[src/rtl/id_stage_ctrl.sv]
// Decode-stage controller for a 5-stage RV32I pipeline: owns the IF/ID and ID/EX
// registers, decodes EX control bits and sequences stalls, flushes and freezes.
module id_stage_ctrl #(
   parameter logic [31:0] NOP_INSTR = 32'h0000_0013,
   parameter int          CNT_W     = 16
) (
   input  logic             clk,
   input  logic             rst,
   input  logic             if_valid,
   input  logic [31:0]      if_instr,
   input  logic [31:0]      if_pc,
   input  logic             ex_flush,
   input  logic             mem_stall,
   output logic             pc_hold,
   output logic [31:0]      id_instr,
   output logic             imm_sel,
   output logic [4:0]       rs1_addr,
   output logic [4:0]       rs2_addr,
   output logic             ex_valid,
   output logic [31:0]      ex_pc,
   output logic [4:0]       ex_rd,
   output logic             ex_alu_src,
   output logic             ex_reg_write,
   output logic             ex_mem_read,
   output logic             ex_mem_write,
   output logic             ex_branch,
   output logic             ex_jump,
   output logic             ex_illegal,
   output logic [CNT_W-1:0] stall_count
);

   localparam logic [6:0] OPC_LOAD   = 7'b0000011;
   localparam logic [6:0] OPC_OP_IMM = 7'b0010011;
   localparam logic [6:0] OPC_JALR   = 7'b1100111;
   localparam logic [6:0] OPC_STORE  = 7'b0100011;
   localparam logic [6:0] OPC_BRANCH = 7'b1100011;
   localparam logic [6:0] OPC_LUI    = 7'b0110111;
   localparam logic [6:0] OPC_AUIPC  = 7'b0010111;
   localparam logic [6:0] OPC_JAL    = 7'b1101111;
   localparam logic [6:0] OPC_OP     = 7'b0110011;

   typedef struct packed {
      logic        valid;
      logic [31:0] pc;
      logic [4:0]  rd;
      logic        alu_src;
      logic        reg_write;
      logic        mem_read;
      logic        mem_write;
      logic        branch;
      logic        jump;
      logic        illegal;
   } idex_t;

   logic             id_valid_q, id_valid_d;
   logic [31:0]      id_instr_q, id_instr_d;
   logic [31:0]      id_pc_q, id_pc_d;
   idex_t            ex_q, ex_d;
   idex_t            dec_ex;
   logic [CNT_W-1:0] stall_count_q, stall_count_d;

   logic dec_alu_src, dec_reg_write, dec_mem_read, dec_mem_write;
   logic dec_branch, dec_jump, dec_illegal, dec_imm_sel;
   logic rs1_used, rs2_used;
   logic load_use;

   // Opcode decode of the instruction currently held in IF/ID.
   always_comb begin
      dec_alu_src   = 1'b0;
      dec_reg_write = 1'b0;
      dec_mem_read  = 1'b0;
      dec_mem_write = 1'b0;
      dec_branch    = 1'b0;
      dec_jump      = 1'b0;
      dec_illegal   = 1'b0;
      dec_imm_sel   = 1'b0;
      rs1_used      = 1'b1;
      rs2_used      = 1'b0;
      case (id_instr_q[6:0])
         OPC_LOAD: begin
            dec_alu_src   = 1'b1;
            dec_reg_write = 1'b1;
            dec_mem_read  = 1'b1;
            dec_imm_sel   = 1'b1;
         end
         OPC_OP_IMM: begin
            dec_alu_src   = 1'b1;
            dec_reg_write = 1'b1;
            dec_imm_sel   = 1'b1;
         end
         OPC_JALR: begin
            dec_alu_src   = 1'b1;
            dec_reg_write = 1'b1;
            dec_jump      = 1'b1;
            dec_imm_sel   = 1'b1;
         end
         OPC_STORE: begin
            dec_alu_src   = 1'b1;
            dec_mem_write = 1'b1;
            dec_imm_sel   = 1'b1;
            rs2_used      = 1'b1;
         end
         OPC_BRANCH: begin
            dec_branch    = 1'b1;
            dec_imm_sel   = 1'b1;
            rs2_used      = 1'b1;
         end
         OPC_LUI, OPC_AUIPC: begin
            dec_alu_src   = 1'b1;
            dec_reg_write = 1'b1;
            dec_imm_sel   = 1'b1;
            rs1_used      = 1'b0;
         end
         OPC_JAL: begin
            dec_reg_write = 1'b1;
            dec_jump      = 1'b1;
            dec_imm_sel   = 1'b1;
            rs1_used      = 1'b0;
         end
         OPC_OP: begin
            dec_reg_write = 1'b1;
            rs2_used      = 1'b1;
         end
         default: begin
            dec_illegal   = 1'b1;
         end
      endcase
   end

   // Candidate ID/EX contents; an invalid IF/ID slot carries no controls.
   always_comb begin
      dec_ex       = '0;
      dec_ex.valid = id_valid_q;
      dec_ex.pc    = id_pc_q;
      if (id_valid_q) begin
         dec_ex.rd        = dec_reg_write ? id_instr_q[11:7] : 5'd0;
         dec_ex.alu_src   = dec_alu_src;
         dec_ex.reg_write = dec_reg_write;
         dec_ex.mem_read  = dec_mem_read;
         dec_ex.mem_write = dec_mem_write;
         dec_ex.branch    = dec_branch;
         dec_ex.jump      = dec_jump;
         dec_ex.illegal   = dec_illegal;
      end
   end

   assign rs1_addr = id_instr_q[19:15];
   assign rs2_addr = id_instr_q[24:20];

   // ex_rd is zero for non-writing instructions, so x0 can never match here.
   assign load_use = id_valid_q & ex_q.valid & ex_q.mem_read & (ex_q.rd != 5'd0) &
                     ((rs1_used & (ex_q.rd == rs1_addr)) |
                      (rs2_used & (ex_q.rd == rs2_addr)));

   // Fetch handshake: if_valid/if_instr/if_pc are consumed at a rising edge only
   // while pc_hold is low; with pc_hold high fetch re-presents the same values.
   assign pc_hold = mem_stall | (~ex_flush & load_use);

   always_comb begin
      id_valid_d    = id_valid_q;
      id_instr_d    = id_instr_q;
      id_pc_d       = id_pc_q;
      ex_d          = ex_q;
      stall_count_d = stall_count_q;
      if (mem_stall) begin
         // Whole front end frozen; a pending flush is re-presented upstream.
      end else if (ex_flush) begin
         id_valid_d = 1'b0;
         id_instr_d = NOP_INSTR;
         id_pc_d    = 32'd0;
         ex_d       = '0;
      end else if (load_use) begin
         ex_d = '0;
         if (stall_count_q != {CNT_W{1'b1}}) begin
            stall_count_d = stall_count_q + CNT_W'(1);
         end
      end else begin
         id_valid_d = if_valid;
         id_instr_d = if_instr;
         id_pc_d    = if_pc;
         ex_d       = dec_ex;
      end
   end

   always_ff @(posedge clk or posedge rst) begin
      if (rst) begin
         id_valid_q    <= 1'b0;
         id_instr_q    <= NOP_INSTR;
         id_pc_q       <= 32'd0;
         ex_q          <= '0;
         stall_count_q <= '0;
      end else begin
         id_valid_q    <= id_valid_d;
         id_instr_q    <= id_instr_d;
         id_pc_q       <= id_pc_d;
         ex_q          <= ex_d;
         stall_count_q <= stall_count_d;
      end
   end

   assign id_instr     = id_instr_q;
   assign imm_sel      = id_valid_q & dec_imm_sel;
   assign ex_valid     = ex_q.valid;
   assign ex_pc        = ex_q.pc;
   assign ex_rd        = ex_q.rd;
   assign ex_alu_src   = ex_q.alu_src;
   assign ex_reg_write = ex_q.reg_write;
   assign ex_mem_read  = ex_q.mem_read;
   assign ex_mem_write = ex_q.mem_write;
   assign ex_branch    = ex_q.branch;
   assign ex_jump      = ex_q.jump;
   assign ex_illegal   = ex_q.illegal;
   assign stall_count  = stall_count_q;

endmodule

[config.mk]
export PLATFORM = sky130hd
export DESIGN_NAME = id_stage_ctrl
export DESIGN_NICKNAME = d
export VERILOG_FILES = /design/src/rtl/id_stage_ctrl.sv
export SDC_FILE = /design/constraint.sdc
export NUM_CORES = 1
export LEC_CHECK = 0
export BUFFER_PORTS_ARGS = -buffer_cell sky130_fd_sc_hd__buf_2
export CORE_ASPECT_RATIO = 1.2
export CORE_UTILIZATION = 48
export DETAILED_ROUTE_END_ITERATION = 10
export PLACE_DENSITY_LB_ADDON = 0.12
export SKIP_CTS_REPAIR_TIMING = 1
export SYNTH_ARGS = -nofsm -noshare
export SYNTH_HDL_FRONTEND = slang
export SYNTH_SLANG_ARGS = --single-unit
[constraint.sdc]
create_clock -name clk -period 13.4 [get_ports clk]
set_input_delay 4.02 -clock clk [delete_from_list [all_inputs] [get_ports clk]]
set_output_delay 4.02 -clock clk [all_outputs]
set_load 0.005 [all_outputs]
After elaboration in Yosys (flattened, before gate mapping):

Index checks and enable logic that the tools add are counted.

* add/subtract/negate cells: 1
* multipliers: 0
* div/mod/pow operators: 0
* order comparisons: 0
* eq/ne operators: 13
* shifts and indexed selects: 0
* multiplexer cells: 20
* bitwise gates (word level): 12
* reduce and logical (&&, ||, !) cells: 10

Operators by type and width (count)
* two-way mux 32 bit: 4
* two-way mux 45 bit: 2
* equality test 7 x 6 -> 1 bit, second input constant: 3
* equality test 7 bit, second input constant: 3
* adder 16 x 1 -> 16 bit, second input constant: 1
* != test 16 bit, second input constant: 1
* equality test 7 x 5 -> 1 bit, second input constant: 2
* two-way mux 1 bit: 12
* two-way mux 12 bit: 1
* equality test 5 bit: 2
* OR reduction 9 bit: 1
* AND 1 bit: 8
* OR reduction 8 bit: 1
* equality test 7 x 2 -> 1 bit, second input constant: 1
* OR reduction 7 bit: 1
* OR reduction 3 bit: 2
* OR reduction 6 bit: 1
* two-way mux 5 bit: 1
* nonzero test 5 bit: 1
* AND reduction 4 bit: 1
* != test 2 bit, second input constant: 1
* NOT 1 bit: 2
* bitwise OR 1 bit: 2
* AND reduction 2 bit: 1
* OR reduction 2 bit: 1

* flip-flop bits (word level): 126
* latch bits: 0
* bits in writable memories: 0
* memory bits (read-only): 0
* input bits: 69
* output and inout port bits: 105
* word-level logic and storage cells: 70
* memories: 0

Logic depth before layout (Yosys ltp):

* depth after elaboration: 8
* mapped depth: 8
* depth with buffers taken out: 6

Worst setup path before layout:

OpenSTA, ideal clock, no wires.

* path kind: input-to-output
* start: input ex_flush
* end: output pc_hold
* arrival: 4493 ps
* setup slack: 4887 ps
* stages: 2
* buffers on the path: 1
* path through: o31ai_4 buf_2

* cells in the longest elaborated chain, start to end: 3

Ends and longest elaborated chain
* from (decl): RTL line 12 `input logic ex_flush,`
* NOT 1 bit (no source line)
* AND 1 bit: RTL line 157 `assign pc_hold = mem_stall | (~ex_flush & load_use);`
* bitwise OR 1 bit: RTL line 157
* to (decl): RTL line 14 `output logic pc_hold,`

No other way between the ends.

Final worst setup path:

* start: input mem_stall
* end: output pc_hold

* cells in the longest elaborated chain, start to end: 1

Ends and longest elaborated chain
* from (decl): RTL line 13 `input logic mem_stall,`
* bitwise OR 1 bit: RTL line 157

No other way between the ends.

==> results_dict.tcl <==
set metrics [dict create \
    postSynth.asyncResetShare_pct 100 \
    ios 174 \
    drc 0 \
    syn-num-nets 457 \
    area_delta_synth_final_pct 26.6 \
    finalMaxSlewViolations 0 \
    io_buffers 173 \
    reg2regPathDepth 6 \
    first_iter_violations 175 \
    dieArea_sq_mm 0.0111 \
    detailed_place.area_sq_mm 0.00594 \
    worstPathCellList "buf_2, inv_1, o31ai_4, buf_4, buf_2" \
    synth_edf_count 0 \
    tightest_slew_ns 1.19 \
    fp.coreArea_sq_mm 0.0105 \
    final_common_cell "buf_2" \
    grt_pass1_wl_mm 18.9 \
    period_needed_ns 9.85 \
    ant_nets 0 \
    vdd_drop_max_v 0.0000851 \
    syn_area_sq_mm 0.00513 \
    place_congestion 0.855 \
    p_per_area_mw_per_mm2 145 \
    dp_hpwl_mm 7.79 \
    ys_seq_elements 126 \
    clkSinkCount 126 \
    min_from "ex_reg_write" \
    die_h_microns 115 \
    hold_depth 1 \
    drv_cap 0 \
    required_ns 9.38 \
    rr_startpoint "ex_rd[1]" \
    worst_setup_path_end_kind "primary output" \
    ys_types 43 \
    numCtsBuffers 17 \
    path_class "input pin to primary output" \
    grt-busiest-layer "met2" \
    grt_util_met1_pct 31.5 \
    skew_ns 0.00890 \
    setup-violations-final 0 \
    antenna_found_initial 0 \
    drive_gt1_share_pct 38.0 \
    clkLatencyLatePin_ns 0.40 \
    slowest_stage "buf_2" \
    whs_endpoint "ex_reg_write" \
    stdcell_area_sq_mm 0.00650 \
    met3_usage_pct 6.88 \
    critPathMaxFanout 66 \
    final_cell_mix "buf_2 (173), dfrtp_1 (123), a22o_1 (104), xnor2_1 (23), clkbuf_16 (17)" \
    start_util_pct 49.0 \
    reg2reg_slack_ns 10.00 \
    hp-class "flip-flop to flip-flop" \
    num_antenna_cells 0 \
    use_met2_pct 33.9 \
    grt_max_degree 72 \
    cp.arrival_ns 5.83 \
    power.leakage_nw 3.47 \
    seq_area_frac_synth_pct 61.5 \
    clk_pin_slew_ns 0.05 \
    clockBufferDepth 2 \
    slew_headroom_pct 20.5 \
    grtUsageTotal_pct 22.6 \
    die_width_microns 96.4 \
    critical_path_buf_inv_count 4 \
    worstReg2RegEnd "id_pc_q[17]" \
    dr.pass1.iters 6 \
    max_freq_mhz 102 \
    status "finished clean" \
    tns_ns 0 \
    cpPeakStageDelay_ns 0.68 \
    via_per_inst 5.56 \
    synth_area_per_cell_sq_um 13.3 \
    wl_per_cell_microns 17.2 \
    cts_tree "built" \
    grt_pass1_vias 3757 \
    grt_overflow_total 0 \
    crit_path_start_kind "input pin" \
    final_nets 613 \
    htreeDepth 4 \
    rsz0062_at_grt "false" \
    final_hold_viol_count 0 \
    postLayoutCoreUtil_pct 62.1 \
    fill_cells 916 \
    critPathTopFamily "buffers and inverters" \
    ys_dominant_reg_cell "dfrtp_1" \
    root_buffer "clkbuf_16" \
    crit_top_cell "buf_2" \
    netlist_instances 387 \
    synth_warnings 0 \
    num_vias 3804 \
    num_rows 41 \
    fin_crit_sh_pct 73.5 \
    totalWireLength_mm 11.8 \
]
area by class of cell:
cell class                 count  area, sq um  area share (%)
multi-input combinational    213         1690            26.1
clock buffer                  24          472            7.26
clock inverter                 7         87.6            1.35
tap                          129          161            2.48
sequential                   126         3160            48.6
inverter                       9         36.3           0.559
timing repair buffer         176          888            13.7
power by group:
group | internal, W | switching, W
clock | 0.000281 | 0.000152
sequential | 0.000404 | 0.0000186
combinational | 0.0000418 | 0.0000427
cell usage after synthesis, types with 2 or more instances:
library cell    n  area, sq um
a21oi_1         4         20.0
a22o_1        104          911
a22oi_1         3         22.5
a32o_1          2         20.0
and2_1          3         18.8
and3_1          8         50.1
buf_2          13         65.1
buf_4          12         90.1
buf_6           5         56.3
clkbuf_1        9         33.8
dfrtp_1       123         3080
dfstp_2         3         78.8
inv_1           9         33.8
nand2_1        10         37.5
nand3_1        12         60.1
nand4_1         6         37.5
nor2_1          8         30.0
nor3_1          2         10.0
o21ai_0         4         20.0
xnor2_1        23          201
xor2_1          2         17.5
layer usage:
layer  vias to the layer above  wire length, microns
met5                         -                     0
met4                         0                   160
met3                        15                   775
met2                       144                  5560
met1                      1896                  5270
li1                       1749                     -
how the worst max path moves through the flow:
stage	from	cells past startpoint	to	slack [ns]
2_1_floorplan	ex_flush	2	pc_hold	4.89
3_3_place_gp	mem_stall	5	pc_hold	3.52
3_5_place_dp	mem_stall	5	pc_hold	3.51
4_1_cts	mem_stall	5	pc_hold	3.51
5_1_grt	mem_stall	5	pc_hold	3.36
6_report	mem_stall	5	pc_hold	3.55
flip-flops by register name (all words and copies together), names as in the netlist, 5 cells and up:
register	count
ex_pc	32
stall_count	16
id_pc_q	32
ex_rd	5
id_instr	32
stage by stage:
stage | hold WS [ns] | power, W | instances | setup WS [ns]
floorplan | 0.463 | 0.000478 | 387 | 4.89
global placement | 0.465 | 0.000512 | 653 | 3.52
detailed placement | 0.473 | 0.000514 | 653 | 3.51
CTS | 0.484 | 0.000950 | 684 | 3.51
global route | 0.503 | 0.000979 | 684 | 3.36
finish | 0.479 | 0.000939 | 684 | 3.55
kinds of logic (layout without fill, tap and decap cells):
kind of cell               count (synthesis)  in the layout  synth area share (%)
adders and majority gates                  1              1                 0.244
DFF                                      126            126                  61.5
buffers and inverters                     48            216                  5.44
and+or+nand+nor                           59             59                  6.61
xor gates and xnor gates                  25             25                  4.27
muxes                                      1              1                 0.219
AOI/OAI and AO/OA                        127            127                  21.7
Power figures use the tool's default switching activity.
